==> config.mk <==
export PLATFORM = sky130hd
export DESIGN_NAME = multicore_dispatch
export DESIGN_NICKNAME = d
export VERILOG_FILES = /design/src/rtl/multicore_pkg.sv /design/src/rtl/alu_core.sv /design/src/rtl/multicore_dispatch.sv
export SDC_FILE = /design/constraint.sdc
export NUM_CORES = 1
export LEC_CHECK = 0
export CORE_MARGIN = 2
export CORE_UTILIZATION = 45
export CTS_BUF_LIST = sky130_fd_sc_hd__clkbuf_8 sky130_fd_sc_hd__clkbuf_16
export CTS_CLUSTER_SIZE = 25
export DETAILED_ROUTE_END_ITERATION = 16
export GPL_TIMING_DRIVEN = 0
export REMOVE_ABC_BUFFERS = 1
export SYNTH_ARGS = -nofsm -noshare
export SYNTH_HDL_FRONTEND = slang
export SYNTH_SLANG_ARGS = --single-unit
export TNS_END_PERCENT = 5
==> constraint.sdc <==
create_clock -name clk -period 5.8 [get_ports clk]
set_input_delay 1.74 -clock clk [delete_from_list [all_inputs] [get_ports clk]]
set_output_delay 1.74 -clock clk [all_outputs]
set_load 0.01 [all_outputs]
==> src/rtl/multicore_pkg.sv <==
// Shared definitions for the multicore dispatch block: op encodings,
// per-core state enum and the width of the multiply latency counter.
package multicore_pkg;

    localparam logic [1:0] OP_ADD  = 2'b00;
    localparam logic [1:0] OP_SUB  = 2'b01;
    localparam logic [1:0] OP_MUL  = 2'b10;
    localparam logic [1:0] OP_RSVD = 2'b11;

    // Wide enough for MUL_LAT-2 with MUL_LAT up to 8.
    localparam int CNT_W = 3;

    typedef enum logic [1:0] {
        CORE_IDLE = 2'b00,
        CORE_EXEC = 2'b01,
        CORE_DONE = 2'b10
    } core_state_t;

endpackage

==> src/rtl/alu_core.sv <==
// Single ALU core: latches one request, runs it to completion and
// holds the result until the output arbiter grants it.
//
//   state     | meaning
//   ----------+------------------------------------------------------
//   CORE_IDLE | free, may accept a request
//   CORE_EXEC | multiply in flight, down-counter running
//   CORE_DONE | result valid, waiting for an arbiter grant
module alu_core
    import multicore_pkg::*;
#(
    parameter int WIDTH   = 8,
    parameter int MUL_LAT = 2
) (
    input  logic               clk_i,
    input  logic               rst_ni,
    input  logic               accept_i,
    input  logic [WIDTH-1:0]   a_i,
    input  logic [WIDTH-1:0]   b_i,
    input  logic [1:0]         op_i,
    input  logic               grant_i,
    output core_state_t        state_o,
    output logic [2*WIDTH-1:0] result_o,
    output logic               err_o
);

    // Cycles spent in EXEC after the first one; acceptance edge counts as one.
    localparam int MUL_CNT = (MUL_LAT > 1) ? MUL_LAT - 2 : 0;

    core_state_t      state_q, state_d;
    logic [WIDTH-1:0] a_q, a_d, b_q, b_d;
    logic [1:0]       op_q, op_d;
    logic [CNT_W-1:0] cnt_q, cnt_d;

    logic [2*WIDTH-1:0] a_ext, b_ext;

    // State, operand and counter registers.
    always_ff @(posedge clk_i or negedge rst_ni) begin
        if (!rst_ni) begin
            state_q <= CORE_IDLE;
            a_q     <= '0;
            b_q     <= '0;
            op_q    <= OP_ADD;
            cnt_q   <= '0;
        end else begin
            state_q <= state_d;
            a_q     <= a_d;
            b_q     <= b_d;
            op_q    <= op_d;
            cnt_q   <= cnt_d;
        end
    end

    // Next-state logic; a multiply with MUL_LAT=1 skips EXEC entirely.
    always_comb begin
        state_d = state_q;
        a_d     = a_q;
        b_d     = b_q;
        op_d    = op_q;
        cnt_d   = cnt_q;
        case (state_q)
            CORE_IDLE: begin
                if (accept_i) begin
                    a_d  = a_i;
                    b_d  = b_i;
                    op_d = op_i;
                    if (op_i == OP_MUL && MUL_LAT > 1) begin
                        state_d = CORE_EXEC;
                        cnt_d   = CNT_W'(MUL_CNT);
                    end else begin
                        state_d = CORE_DONE;
                    end
                end
            end
            CORE_EXEC: begin
                if (cnt_q == '0) state_d = CORE_DONE;
                else             cnt_d   = cnt_q - CNT_W'(1);
            end
            CORE_DONE: begin
                if (grant_i) state_d = CORE_IDLE;
            end
            default: state_d = CORE_IDLE;
        endcase
    end

    assign a_ext = {{WIDTH{1'b0}}, a_q};
    assign b_ext = {{WIDTH{1'b0}}, b_q};

    // Datapath on the latched operands; the product of two zero-extended
    // WIDTH-bit values always fits in 2*WIDTH bits.
    always_comb begin
        result_o = '0;
        err_o    = 1'b0;
        case (op_q)
            OP_ADD:  result_o = a_ext + b_ext;
            OP_SUB:  result_o = a_ext - b_ext;
            OP_MUL:  result_o = a_ext * b_ext;
            default: err_o    = 1'b1;
        endcase
    end

    assign state_o = state_q;

endmodule

==> src/rtl/multicore_dispatch.sv <==
// Dispatches requests to NCORES independent ALU cores and collects their
// results through a round-robin arbiter into a single output register.
module multicore_dispatch
    import multicore_pkg::*;
#(
    parameter int WIDTH   = 8,
    parameter int NCORES  = 4,
    parameter int MUL_LAT = 2
) (
    input  logic                      clk,
    input  logic                      rst,
    input  logic [WIDTH-1:0]          A,
    input  logic [WIDTH-1:0]          B,
    input  logic [1:0]                op,
    input  logic [$clog2(NCORES)-1:0] core_sel,
    input  logic                      in_valid,
    output logic                      in_ready,
    output logic [2*WIDTH-1:0]        result,
    output logic [$clog2(NCORES)-1:0] core_flag,
    output logic                      err,
    output logic                      out_valid,
    input  logic                      out_ready
);

    localparam int IW = $clog2(NCORES);

    core_state_t        core_st  [NCORES];
    logic [2*WIDTH-1:0] core_res [NCORES];
    logic               core_err [NCORES];
    logic [NCORES-1:0]  grant;

    logic               accept;
    logic               any_done, load;
    logic [IW-1:0]      win, idx;

    logic [2*WIDTH-1:0] result_q, result_d;
    logic [IW-1:0]      flag_q, flag_d;
    logic               err_q, err_d;
    logic               valid_q, valid_d;
    logic [IW-1:0]      ptr_q, ptr_d;

    assign in_ready = (core_st[core_sel] == CORE_IDLE);
    assign accept   = in_valid && in_ready;

    for (genvar i = 0; i < NCORES; i++) begin : g_core
        alu_core #(
            .WIDTH   (WIDTH),
            .MUL_LAT (MUL_LAT)
        ) u_core (
            .clk_i    (clk),
            .rst_ni   (rst),
            .accept_i (accept && (core_sel == IW'(i))),
            .a_i      (A),
            .b_i      (B),
            .op_i     (op),
            .grant_i  (grant[i]),
            .state_o  (core_st[i]),
            .result_o (core_res[i]),
            .err_o    (core_err[i])
        );
        assign grant[i] = load && (win == IW'(i));
    end

    // Round-robin search for the first DONE core starting at ptr_q.
    always_comb begin
        any_done = 1'b0;
        win      = '0;
        idx      = '0;
        for (int k = 0; k < NCORES; k++) begin
            idx = ptr_q + IW'(k);
            if (!any_done && core_st[idx] == CORE_DONE) begin
                any_done = 1'b1;
                win      = idx;
            end
        end
    end

    assign load = any_done && (!valid_q || out_ready);

    // Output register load/drain and pointer advance past the winner.
    always_comb begin
        result_d = result_q;
        flag_d   = flag_q;
        err_d    = err_q;
        valid_d  = valid_q;
        ptr_d    = ptr_q;
        if (load) begin
            result_d = core_res[win];
            flag_d   = win;
            err_d    = core_err[win];
            valid_d  = 1'b1;
            ptr_d    = win + IW'(1);
        end else if (out_ready) begin
            valid_d  = 1'b0;
        end
    end

    // Output stage and arbitration pointer registers.
    always_ff @(posedge clk or negedge rst) begin
        if (!rst) begin
            result_q <= '0;
            flag_q   <= '0;
            err_q    <= 1'b0;
            valid_q  <= 1'b0;
            ptr_q    <= '0;
        end else begin
            result_q <= result_d;
            flag_q   <= flag_d;
            err_q    <= err_d;
            valid_q  <= valid_d;
            ptr_q    <= ptr_d;
        end
    end

    assign result    = result_q;
    assign core_flag = flag_q;
    assign err       = err_q;
    assign out_valid = valid_q;

endmodule

**Word level (Yosys, flattened, before mapping)**

Cells that the tools add are included.

- Bitwise operators: 6
- Divide/modulo/power cells: 0
- Muxes and demuxes: 69
- Reductions and logical operators: 54
- Shifts and indexed selects: 0
- Add/sub/neg operators: 16
- Eq/ne operators: 47
- $mul: 4
- Magnitude comparators: 6

Operator list:

| operator | count |
|---|---|
| $pmux W16 S3 | 4 |
| $mul A8 B8 Y16 | 4 |
| $mux W2 | 27 |
| $add A8 B8 Y9 | 4 |
| $sub A8 B8 Y9 | 4 |
| $eq A2 B2 Y1 const B | 17 |
| $bmux W16 S2 | 1 |
| $mux W16 | 2 |
| $mux W3 | 9 |
| $ne A2 B1 Y1 const B | 13 |
| $pmux W2 S3 | 4 |
| $pmux W3 S2 | 4 |
| $logic_not A2 Y1 | 11 |
| $bmux W2 S2 | 5 |
| $eq A2 B1 Y1 const B | 10 |
| $ge A3 B3 Y1 const B | 6 |
| $not A2 Y3 | 6 |
| $reduce_and A4 Y1 | 4 |
| $ne A2 B2 Y1 const B | 7 |
| $logic_and A1 B1 Y1 | 13 |
| $logic_not A3 Y1 | 4 |
| $mux W1 | 12 |
| $reduce_and A3 Y1 | 4 |
| $reduce_or A3 Y1 | 4 |
| other kinds (8) | 23 |

- Latch bits: 0
- Memories: 0
- Memory bits (read-only): 0
- Input port bits: 24
- Bits in registers: 114
- Bits in writable memories: 0

**Longest topological paths before layout**

Gate-level depths: netlist of run 1.

- Depth in word-level cells: 19
- Mapped depth: 19

**Modules after synthesis**

A second synthesis of run 1 with hierarchy kept.

- Cells, all modules: 1913
- Area total of the unflattened synthesis: 16807.4 µm²

Modules (own cells, without submodules):

| module | area each (µm²) | cells an instance | seq. area each (µm²) | instances |
|---|---|---|---|---|
| alu_core at g_core[1].u_core | 3834.9 | 434 | 575.6 | 1 |
| alu_core at g_core[0].u_core | 3818.7 | 430 | 575.6 | 1 |
| alu_core at g_core[3].u_core | 3791.1 | 435 | 575.6 | 1 |
| alu_core at g_core[2].u_core | 3747.3 | 430 | 575.6 | 1 |
| multicore_dispatch | 1615.3 | 184 | 550.5 | 1 |

**Worst setup path after synthesis of run 1**

Ideal clock, no wire load.

- Path kind: flip-flop to flip-flop
- Start: register g_core[1].u_core.a_q[4]
- End: register result_q[15] (netlist: result[15])
- Stages on the path, launching flop included: 16
- Data arrival time: 4.587 ns
- Setup time: 0.123 ns
- Clock period less this slack: 4.710 ns
- Setup slack: 1.090 ns
- Required time: 5.677 ns
- Path through: dfrtp_1 > ha_1 > fa_1 > fa_1 > fa_1 > inv_1 > fa_1 > inv_1 > ha_1 > or2_2 > o311ai_1 > a21oi_1 > a41oi_1 > mux2_1 > a211o_1 > o221a_1

- Longest elaborated chain between the ends: 5
- Elaborated cells between the ends (all ways): 6
- Classes of those cells: 1 x add/sub; 1 x mul; 4 x mux

RTL lines:

| item | line | text |
|---|---|---|
| start: declaration | alu_core.sv:31 | `logic [WIDTH-1:0] a_q, a_d, b_q, b_d;` |
| start signal: assignment | alu_core.sv:41 | `a_q <= '0;` |
| start signal: assignment | alu_core.sv:47 | `a_q <= a_d;` |
| $mul A8 B8 Y16 or $sub A8 B8 Y9 (tied branches) | alu_core.sv:97, alu_core.sv:96 |  |
| $pmux W16 S3 (*) | alu_core.sv:94 | `case (op_q)` |
| $bmux W16 S2 (*) | multicore_dispatch.sv:88 | `result_d = core_res[win];` |
| $mux W16 (not written as such) (*) (2 in series) | multicore_dispatch.sv:88 |  |
| end signal: assignment | multicore_dispatch.sv:107 | `result_q <= result_d;` |
| end: declaration | multicore_dispatch.sv:36 | `logic [2*WIDTH-1:0] result_q, result_d;` |

Every way passes the cells marked *; elsewhere a longest branch is shown, timed or not. The select of a mux whose other input is x is not followed.
A chain may end at the register's enable or synchronous reset.

**Worst setup path in the final report of run 1**

- Start: register g_core[2].u_core.a_q[4]
- End: register result_q[15] (netlist: result[15])

- Longest elaborated chain between the ends: 5
- Elaborated cells between the ends (all ways): 6
- Classes of those cells: 1 x add/sub; 1 x mul; 4 x mux

RTL lines:

| item | line |
|---|---|
| start: declaration | alu_core.sv:31 |
| start signal: assignment | alu_core.sv:41 |
| start signal: assignment | alu_core.sv:47 |
| $mul A8 B8 Y16 or $sub A8 B8 Y9 (tied branches) | alu_core.sv:97, alu_core.sv:96 |
| $pmux W16 S3 (*) | alu_core.sv:94 |
| $bmux W16 S2 (*) | multicore_dispatch.sv:88 |
| $mux W16 (not written as such) (*) (2 in series) | multicore_dispatch.sv:88 |

Marked as above.

==> out/summary.txt, run 1 <==
Worst hold path class = reg2reg
# setup viols final = 0
CTS tree = yes
Die X = 194 um
Slowest stage delay, CP = 0.55 ns
Global-route wire length before repair = 74600 um
Floorplan core area = 35700 um^2
Clock Path Buffers = 2
Htree depth = 4
Starting Density = 0.457
Synth top area share = 0.187
Area grow syn2layout = 9.35%
Layout Cells excl Fill = 2361
Vias in the first global route = 13400
Initial antenna violation count = 0
Clk root buf = clkbuf_16
Clock buffer count from CTS = 17
XOR/XNOR Fraction of Synth Area = 0.0328
Ys flop type = dfrtp_1
Adder-Cell Fraction of Synth Area = 0.355
Warnings, synthesis = 0
Total wire length = 45900 um
Hold buffers post-CTS = 0
Largest family of logic cells by synthesized area = adder cells
Port bufs = 44
Share of cells above drive strength 1 = 0.0558
Ys async rst share = 1.00
Worst EP required = 6.17 ns
Via count = 13200
Clk sinks = 114
Post-Syn Area = 16300 um^2
Post-route ant nets = 0
Synth Area in Simple Gates = 0.176
Max-slew headroom = 0.0962
# diodes = 0
Synth Register Bits = 114
RSZ-0062 raised after global routing = false
Register area share after synthesis = 0.175
Failing checks = DRC
Top cells by area, synth = fa_1 19%, dfrtp_1 17%, ha_1 17%
# IOs = 45
Placed insts = 2329
List of most frequent post-synthesis cells = 277 x inv_1, 220 x ha_1, 157 x and2_1, 156 x nand2_1, 152 x fa_1
GRT Total Usage = 0.252
Die area = 37800 um^2
DRT Pass-1 Iters = 14
CP dominant cell by count = fa_1
Setup tns final = 0 ns
Most frequent cell after synthesis = inv_1
Max-slew violations = 0
Initial DRC count = 960
Critical Path AT = 5.70 ns
Crit start category = flip-flop
Row count = 69
Die height = 194 um
CP Class = reg2reg
Mux share of post-synthesis cell area = 0.0379
Nets = 2283
Clk slew on worst S/H paths = 0.06 ns
Final hold violations = 0
DRC Markers = 3
Post-synth EDFFs = 0
Final period util = 0.917
Yosys top cell by area = fa_1
Setup Skew = 0.0106 ns
HPWL after detailed placement = 36300 um
Status = complete, but fails checks
Synth Area per Inst = 8.76 um^2
Synth Area in Compound Gates = 0.147
Worst-Margin Slew = 1.36 ns
Grt total ovfl = 0
Worst Hold Slack = 0.485 ns
Max FO, Critical Path = 10
Max frequency = 188 MHz
Number of library cell types mapped by synthesis = 82
Worst-skew pair later-pin latency = 0.44 ns
Number of max-cap violations = 0
Placer Congestion = 0.922
Min cycle time layout = 5.32 ns
Wire length per cell = 19.4 um
Critical path, cell by cell = ha_1, fa_1, fa_1, fa_1, inv_1, fa_1, inv_1, ha_1, o21a_1, nor2_1, nor3_1, a2111oi_2, a21oi_1, xnor2_1, o311ai_2, o221a_1
Largest net degree at the start of global routing = 79
CP endpoint kind = flip-flop
Slowest cell on crit path = dfrtp_1
Core Util, Final = 0.500
Synthesized instance count = 1861
Vias/cell = 5.61
==> per-stage QoR <==
| stage | worst slack (ns) | instance area (um^2) |
|---|---|---|
| floorplan | 1.09 | 16100 |
| global placement | -1.87 | 17100 |
| detailed placement | 0.358 | 17200 |
| CTS | 0.315 | 17800 |
| global route | 0.158 | 17800 |
| finish | 0.479 | 17800 |
==> logic make-up after synthesis <==
family                   count (synthesis)
adder cells (fa/ha/maj)                372
XOR/XNOR                                61
multiplexers                            56
AND/OR/NAND/NOR                        566
flip-flops                             114
AO/OA/AOI/OAI                          368
buffers and inverters                  324
==> path summary, 6_finish.rpt <==
kind,start,to,slack (ns),cells past startpoint
worst max-delay path,g_core[2].u_core.a_q[4],result[15],0.48,16
worst min-delay path,g_core[2].u_core.cnt_q[2],g_core[2].u_core.cnt_q[2],0.49,1
worst max register to register,g_core[2].u_core.a_q[4],result[15],0.48,16
worst min register to register,g_core[2].u_core.cnt_q[2],g_core[2].u_core.cnt_q[2],0.49,1
max in group asynchronous,rst,g_core[3].u_core.a_q[3],3.84,2
min in group asynchronous,rst,g_core[1].u_core.state_o[1],1.20,1
==> layout by cell type (no fill, tap or decap), types with 5 or more instances in the layout <==
master / n
nand3_1: 24
o211ai_1: 19
and2_1: 157
a21o_1: 20
and3_1: 6
o21a_1: 20
or2_2: 5
nor2b_1: 14
xnor2_1: 43
nor4_1: 6
nand2b_1: 25
o22ai_1: 8
inv_1: 277
mux2i_1: 10
dfrtp_1: 114
a221oi_1: 5
o21bai_1: 7
a22oi_1: 6
nand3b_1: 5
or3_1: 9
a211oi_1: 18
xor2_1: 18
mux2_2: 45
o21ai_1: 5
a21oi_1: 76
o31ai_1: 10
nor3_1: 31
nor2_1: 105
ha_1: 220
a211o_1: 8
clkbuf_16: 17
fa_1: 152
o21ai_0: 106
clkdlybuf4s50_1: 43
nand2_1: 156
a31oi_1: 16
==> timing repair <==
action,4_1_cts,5_1_grt
setup endpoints to repair,0,1
buffers inserted,0,0
gates resized for setup,0,1
==> flip-flops by register name, indices dropped and copies added, names as in the netlist <==
signal and cells:
g_core.u_core.a_q 32, g_core.u_core.b_q 32, result 16, g_core.u_core.cnt_q 12
g_core.u_core.op_q 8, g_core.u_core.state_o 8, core_flag 2, ptr_q 2
err 1, out_valid 1
==> layer usage <==
metal / vias up / GRT usage / wire [um]
li1: 6271 / - / -
met3: 49 / 0.0305 / 2390
met5: - / 0 / 0
met4: 0 / 0.0855 / 1450
met1: 6621 / 0.354 / 21300
met2: 304 / 0.404 / 20800
==> cell type report <==
cell class | instances | area [um^2]
well taps | 461 | 577
inverters | 282 | 1070
repair buffers | 49 | 526
multi-input cells | 1423 | 12200
fillers | 3433 | 17800
flip-flops and latches | 114 | 2850
clock inverters | 15 | 150
clock buffers | 17 | 425
==> critical path, delay by kind of cell (launching register included) <==
kind / cells / cell delay, ns
XOR/XNOR: 1 / 0.20
flip-flops: 1 / 0.55
buffers and inverters: 2 / 0.10
AO/OA/AOI/OAI: 5 / 1.53
adder cells (fa/ha/maj): 6 / 2.66
AND/OR/NAND/NOR: 2 / 0.22
Power of run 1 is not shown: default switching activity piles up to over one toggle a cycle in this logic, so the estimate is an artifact.
==> run 2, diff against run 1 <==
CORE_MARGIN = 4   (was 2)
CTS_CLUSTER_SIZE = not set   (was 25)
DONT_BUFFER_PORTS = 1   (was not set)
==> out/summary.txt, run 2 (synthesis results as in run 1) <==
Status = finished clean
Min cycle time layout = 5.55 ns
Largest net degree at the start of global routing = 115
Worst EP required = 6.16 ns
Hold buffers post-CTS = 0
Clk root buf = clkbuf_16
HP Start = g_core[0].u_core.cnt_q[2]
CP Class = reg2reg
Share of cells above drive strength 1 = 0.0550
Reg2Reg Depth = 16
Core Util, Final = 0.488
Grt total ovfl = 0
RSZ-0062 raised after global routing = false
Layout fillers = 3412
Area grow syn2layout = 6.70%
Clk slew on worst S/H paths = 0.06 ns
CP endpoint kind = flip-flop
Max FO, Critical Path = 10
Setup tns final = 0 ns
Clock buffer count from CTS = 17
Worst-Margin Slew = 1.31 ns
Placed insts = 2284
Placer Congestion = 0.980
Initial DRC count = 789
Slowest cell on crit path = o311ai_1
DRT Pass-1 Iters = 5
CP dominant cell by count = fa_1
Vias in the first global route = 13300
Wire length per cell = 19.7 um
Critical R2R Launch = g_core[2].u_core.a_q[4]
DRC Markers = 0
Hold Path Sink = g_core[0].u_core.cnt_q[2]
Critical Path AT = 5.91 ns
Clock Path Buffers = 2
Nets = 2238
Critical R2R Capture = result[15]
Worst-skew pair later-pin latency = 0.43 ns
Critical path, cell by cell = ha_1, fa_1, fa_1, fa_1, inv_1, fa_1, inv_1, ha_1, o21a_1, nor2_1, nor3_1, a2111oi_2, a21oi_1, xnor2_1, o311ai_1, o221a_1
Max-slew violations = 0
Post-route ant nets = 0
Worst hold path class = reg2reg
Final hold violations = 0
Via count = 12900
Delay-heaviest family, CP = adder cells
Die area = 39300 um^2
Slowest stage delay, CP = 0.66 ns
Starting Density = 0.457
Initial antenna violation count = 1
HPWL after detailed placement = 35800 um
Max frequency = 180 MHz
CTS tree = yes
Global-route wire length before repair = 73600 um
Setup Skew = 0.00996 ns
Hold path depth = 1
Number of max-cap violations = 0
Crit start category = flip-flop
Post-cts sizing count = 0
Clk sinks = 114
Most frequent cells in the layout = 278 x inv_1, 220 x ha_1, 157 x and2_1
Final period util = 0.957
Critical Path Stages = 16
Post-CTS Setup Bufs = 0
Htree depth = 4
Layout Cells excl Fill = 2316
Vias/cell = 5.58
# setup viols final = 0
Row count = 69
Max-slew headroom = 0.125
Port bufs = 0
Total wire length = 45600 um
GRT Total Usage = 0.239
Buf/Inv on CP = 2
Die height = 198 um
Die X = 198 um
# IOs = 45
Commonest non-fill, non-tap cell in the layout = inv_1
# diodes = 0
Floorplan core area = 35700 um^2
Reg2Reg Setup Slack = 0.25 ns
==> run 2: worst reg2reg max path, stage by stage (launching register included) <==
cell and delay, ns:
dfrtp_1 0.55, ha_1 0.34, fa_1 0.48, fa_1 0.51
fa_1 0.50, inv_1 0.05, fa_1 0.47, inv_1 0.04
ha_1 0.33, o21a_1 0.20, nor2_1 0.13, nor3_1 0.08
a2111oi_2 0.46, a21oi_1 0.17, xnor2_1 0.20, o311ai_1 0.67
o221a_1 0.31
==> run 2: worst max-delay path by stage <==
stage | startpoint | end | slack, ns
6_report | g_core[2].u_core.a_q[4] | result[15] | 0.25
5_1_grt | g_core[2].u_core.a_q[4] | result[15] | 0.07
4_1_cts | g_core[2].u_core.a_q[4] | result[15] | 0.38
3_5_place_dp | g_core[2].u_core.a_q[4] | result[15] | 0.43
3_3_place_gp | core_sel[1] | g_core[0].u_core.cnt_q[2] | -0.84
2_1_floorplan | g_core[1].u_core.a_q[4] | result[15] | 1.09
==> run 2: layout make-up <==
type / instances / area (um^2) / share of cell area
Clock buffer: 20 / 467 / 0.0268
Clock inverter: 12 / 156 / 0.00899
Inverter: 282 / 1070 / 0.0616
Multi-Input combinational cell: 1423 / 12200 / 0.703
Sequential cell: 114 / 2850 / 0.164
Tap cell: 461 / 577 / 0.0332
Timing Repair Buffer: 4 / 52.6 / 0.00302
==> run 2: routing by layer <==
layer / up-vias / track usage / part of all wire
met5: - / 0 / 0.00029
met4: 2 / 0.0597 / 0.023
li1: 6178 / - / -
met1: 6376 / 0.333 / 0.46
met2: 298 / 0.382 / 0.46
met3: 62 / 0.0510 / 0.059
==> run 2: per-stage QoR <==
stage          worst slack (ns)  hold WS [ns]  cell area, um^2
2_1_floorplan              1.09         0.442            16100
3_3_place_gp             -0.836         0.465            16700
3_5_place_dp              0.433         0.474            16800
4_1_cts                   0.383         0.485            17400
5_1_grt                  0.0702         0.509            17400
6_report                  0.252         0.487            17400
Power of run 2 is left out for the same reason.
==> run 3, diff against run 2 <==
CORE_ASPECT_RATIO = 1.25   (was not set)
==> out/summary.txt, run 3 (synthesis results as in run 1) <==
Status = finished clean
Clk slew on worst S/H paths = 0.06 ns
Placer Congestion = 0.941
Post-cts sizing count = 0
Most frequent cells in the layout = 277 x inv_1, 220 x ha_1, 157 x and2_1
Critical path endpoint = result[15]
Met3 Usage GRT = 0.0423
Port bufs = 0
CP Class = reg2reg
Clk root buf = clkbuf_16
Via count = 13200
Worst-Margin Slew = 1.31 ns
Number of max-cap violations = 0
Global routing usage on met2 = 0.385
Die area = 39400 um^2
Max FO, Critical Path = 12
Max frequency = 183 MHz
Crit start category = flip-flop
Worst hold path class = reg2reg
DRC Markers = 0
Worst EP required = 6.18 ns
CTS tree = yes
# setup viols final = 0
Area grow syn2layout = 7.09%
Htree depth = 4
Row count = 77
Max-slew violations = 0
Post-route ant nets = 0
Critical R2R Capture = result[15]
Final period util = 0.943
GRT Total Usage = 0.239
Die height = 221 um
Clock Path Buffers = 2
Setup Slack @ Placement = 0.263 ns
Global-route wire length before repair = 73500 um
Wire length per cell = 19.6 um
Critical R2R Launch = g_core[2].u_core.a_q[1]
Clk sinks = 114
Max-slew headroom = 0.127
Critical Path AT = 5.85 ns
Post-CTS Setup Bufs = 0
Initial antenna violation count = 4
Grt total ovfl = 0
Setup crit start = g_core[2].u_core.a_q[1]
Setup Skew = 0.00934 ns
Commonest non-fill, non-tap cell in the layout = inv_1
Floorplan core area = 35600 um^2
Vias/cell = 5.63
Reg2Reg Setup Slack = 0.33 ns
RSZ-0062 raised after global routing = false
Share of cells above drive strength 1 = 0.0550
Min cycle time layout = 5.47 ns
Setup WS post-layout = 0.331 ns
Die X = 178 um
Worst-skew pair later-pin latency = 0.45 ns
Starting Density = 0.459
GR peak layer = met2
HPWL after detailed placement = 36400 um
Vias in the first global route = 13300
CP endpoint kind = flip-flop
Reg2Reg Depth = 16
# IOs = 45
DRT Pass-1 Iters = 5
Final hold violations = 0
Hold buffers post-CTS = 0
Largest net degree at the start of global routing = 115
Met1 Track Usage GR = 0.309
Total wire length = 46000 um
Layout fillers = 3471
Clock buffer count from CTS = 17
Initial DRC count = 937
Nets = 2237
[run 3: worst min-delay path by stage]
stage	from	endpoint	slack, ns	cells past startpoint
after floorplan	g_core[0].u_core.cnt_q[2]	g_core[0].u_core.cnt_q[2]	0.44	1
after global placement	g_core[2].u_core.cnt_q[2]	g_core[2].u_core.cnt_q[2]	0.46	1
after detailed placement	g_core[2].u_core.cnt_q[2]	g_core[2].u_core.cnt_q[2]	0.47	1
after CTS	g_core[2].u_core.cnt_q[2]	g_core[2].u_core.cnt_q[2]	0.48	1
after global routing	g_core[2].u_core.cnt_q[2]	g_core[2].u_core.cnt_q[2]	0.51	1
final	g_core[2].u_core.cnt_q[2]	g_core[2].u_core.cnt_q[2]	0.48	1
[run 3: critical path, cell delays in order, from the launching register on]
cell and delay (ns):
dfrtp_1 0.59, and2_1 0.28, fa_1 0.40, fa_1 0.50, inv_1 0.06, fa_1 0.49, fa_1 0.49, inv_1 0.05
ha_1 0.32, o21ai_0 0.29, o21a_1 0.18, nor3_1 0.07, a2111oi_2 0.55, a21oi_1 0.17, xnor2_1 0.23, o311ai_2 0.45
o221a_1 0.27
[run 3: area by class of cell]
type | instances | area [um^2] | share of cell area
clock buffer | 19 | 453 | 0.0259
timing repair buffer | 3 | 41.3 | 0.00236
sequential | 114 | 2850 | 0.163
multi-input combinational | 1423 | 12200 | 0.700
inverter | 282 | 1070 | 0.0613
tap | 474 | 593 | 0.0340
antenna | 16 | 40.0 | 0.00229
clock inverter | 12 | 181 | 0.0104
[run 3: metal layers]
metal	share of wire	vias up
li1	-	6202
met1	0.42	6595
met2	0.48	309
met3	0.045	89
met4	0.049	0
met5	0	-
[run 3: stage by stage]
| step | instances | util | cell area, um^2 | setup TNS, ns | hold WS [ns] |
|---|---|---|---|---|---|
| CTS | 2327 | 0.490 | 17400 | 0 | 0.478 |
| floorplan | 1819 | - | 16100 | 0 | 0.442 |
| global placement | 2293 | 0.470 | 16700 | -11.85 | 0.461 |
| detailed placement | 2296 | 0.472 | 16800 | 0 | 0.468 |
| finish | 2343 | 0.491 | 17500 | 0 | 0.481 |
| global route | 2343 | 0.491 | 17500 | 0 | 0.515 |
Power of run 3 is left out for the same reason.
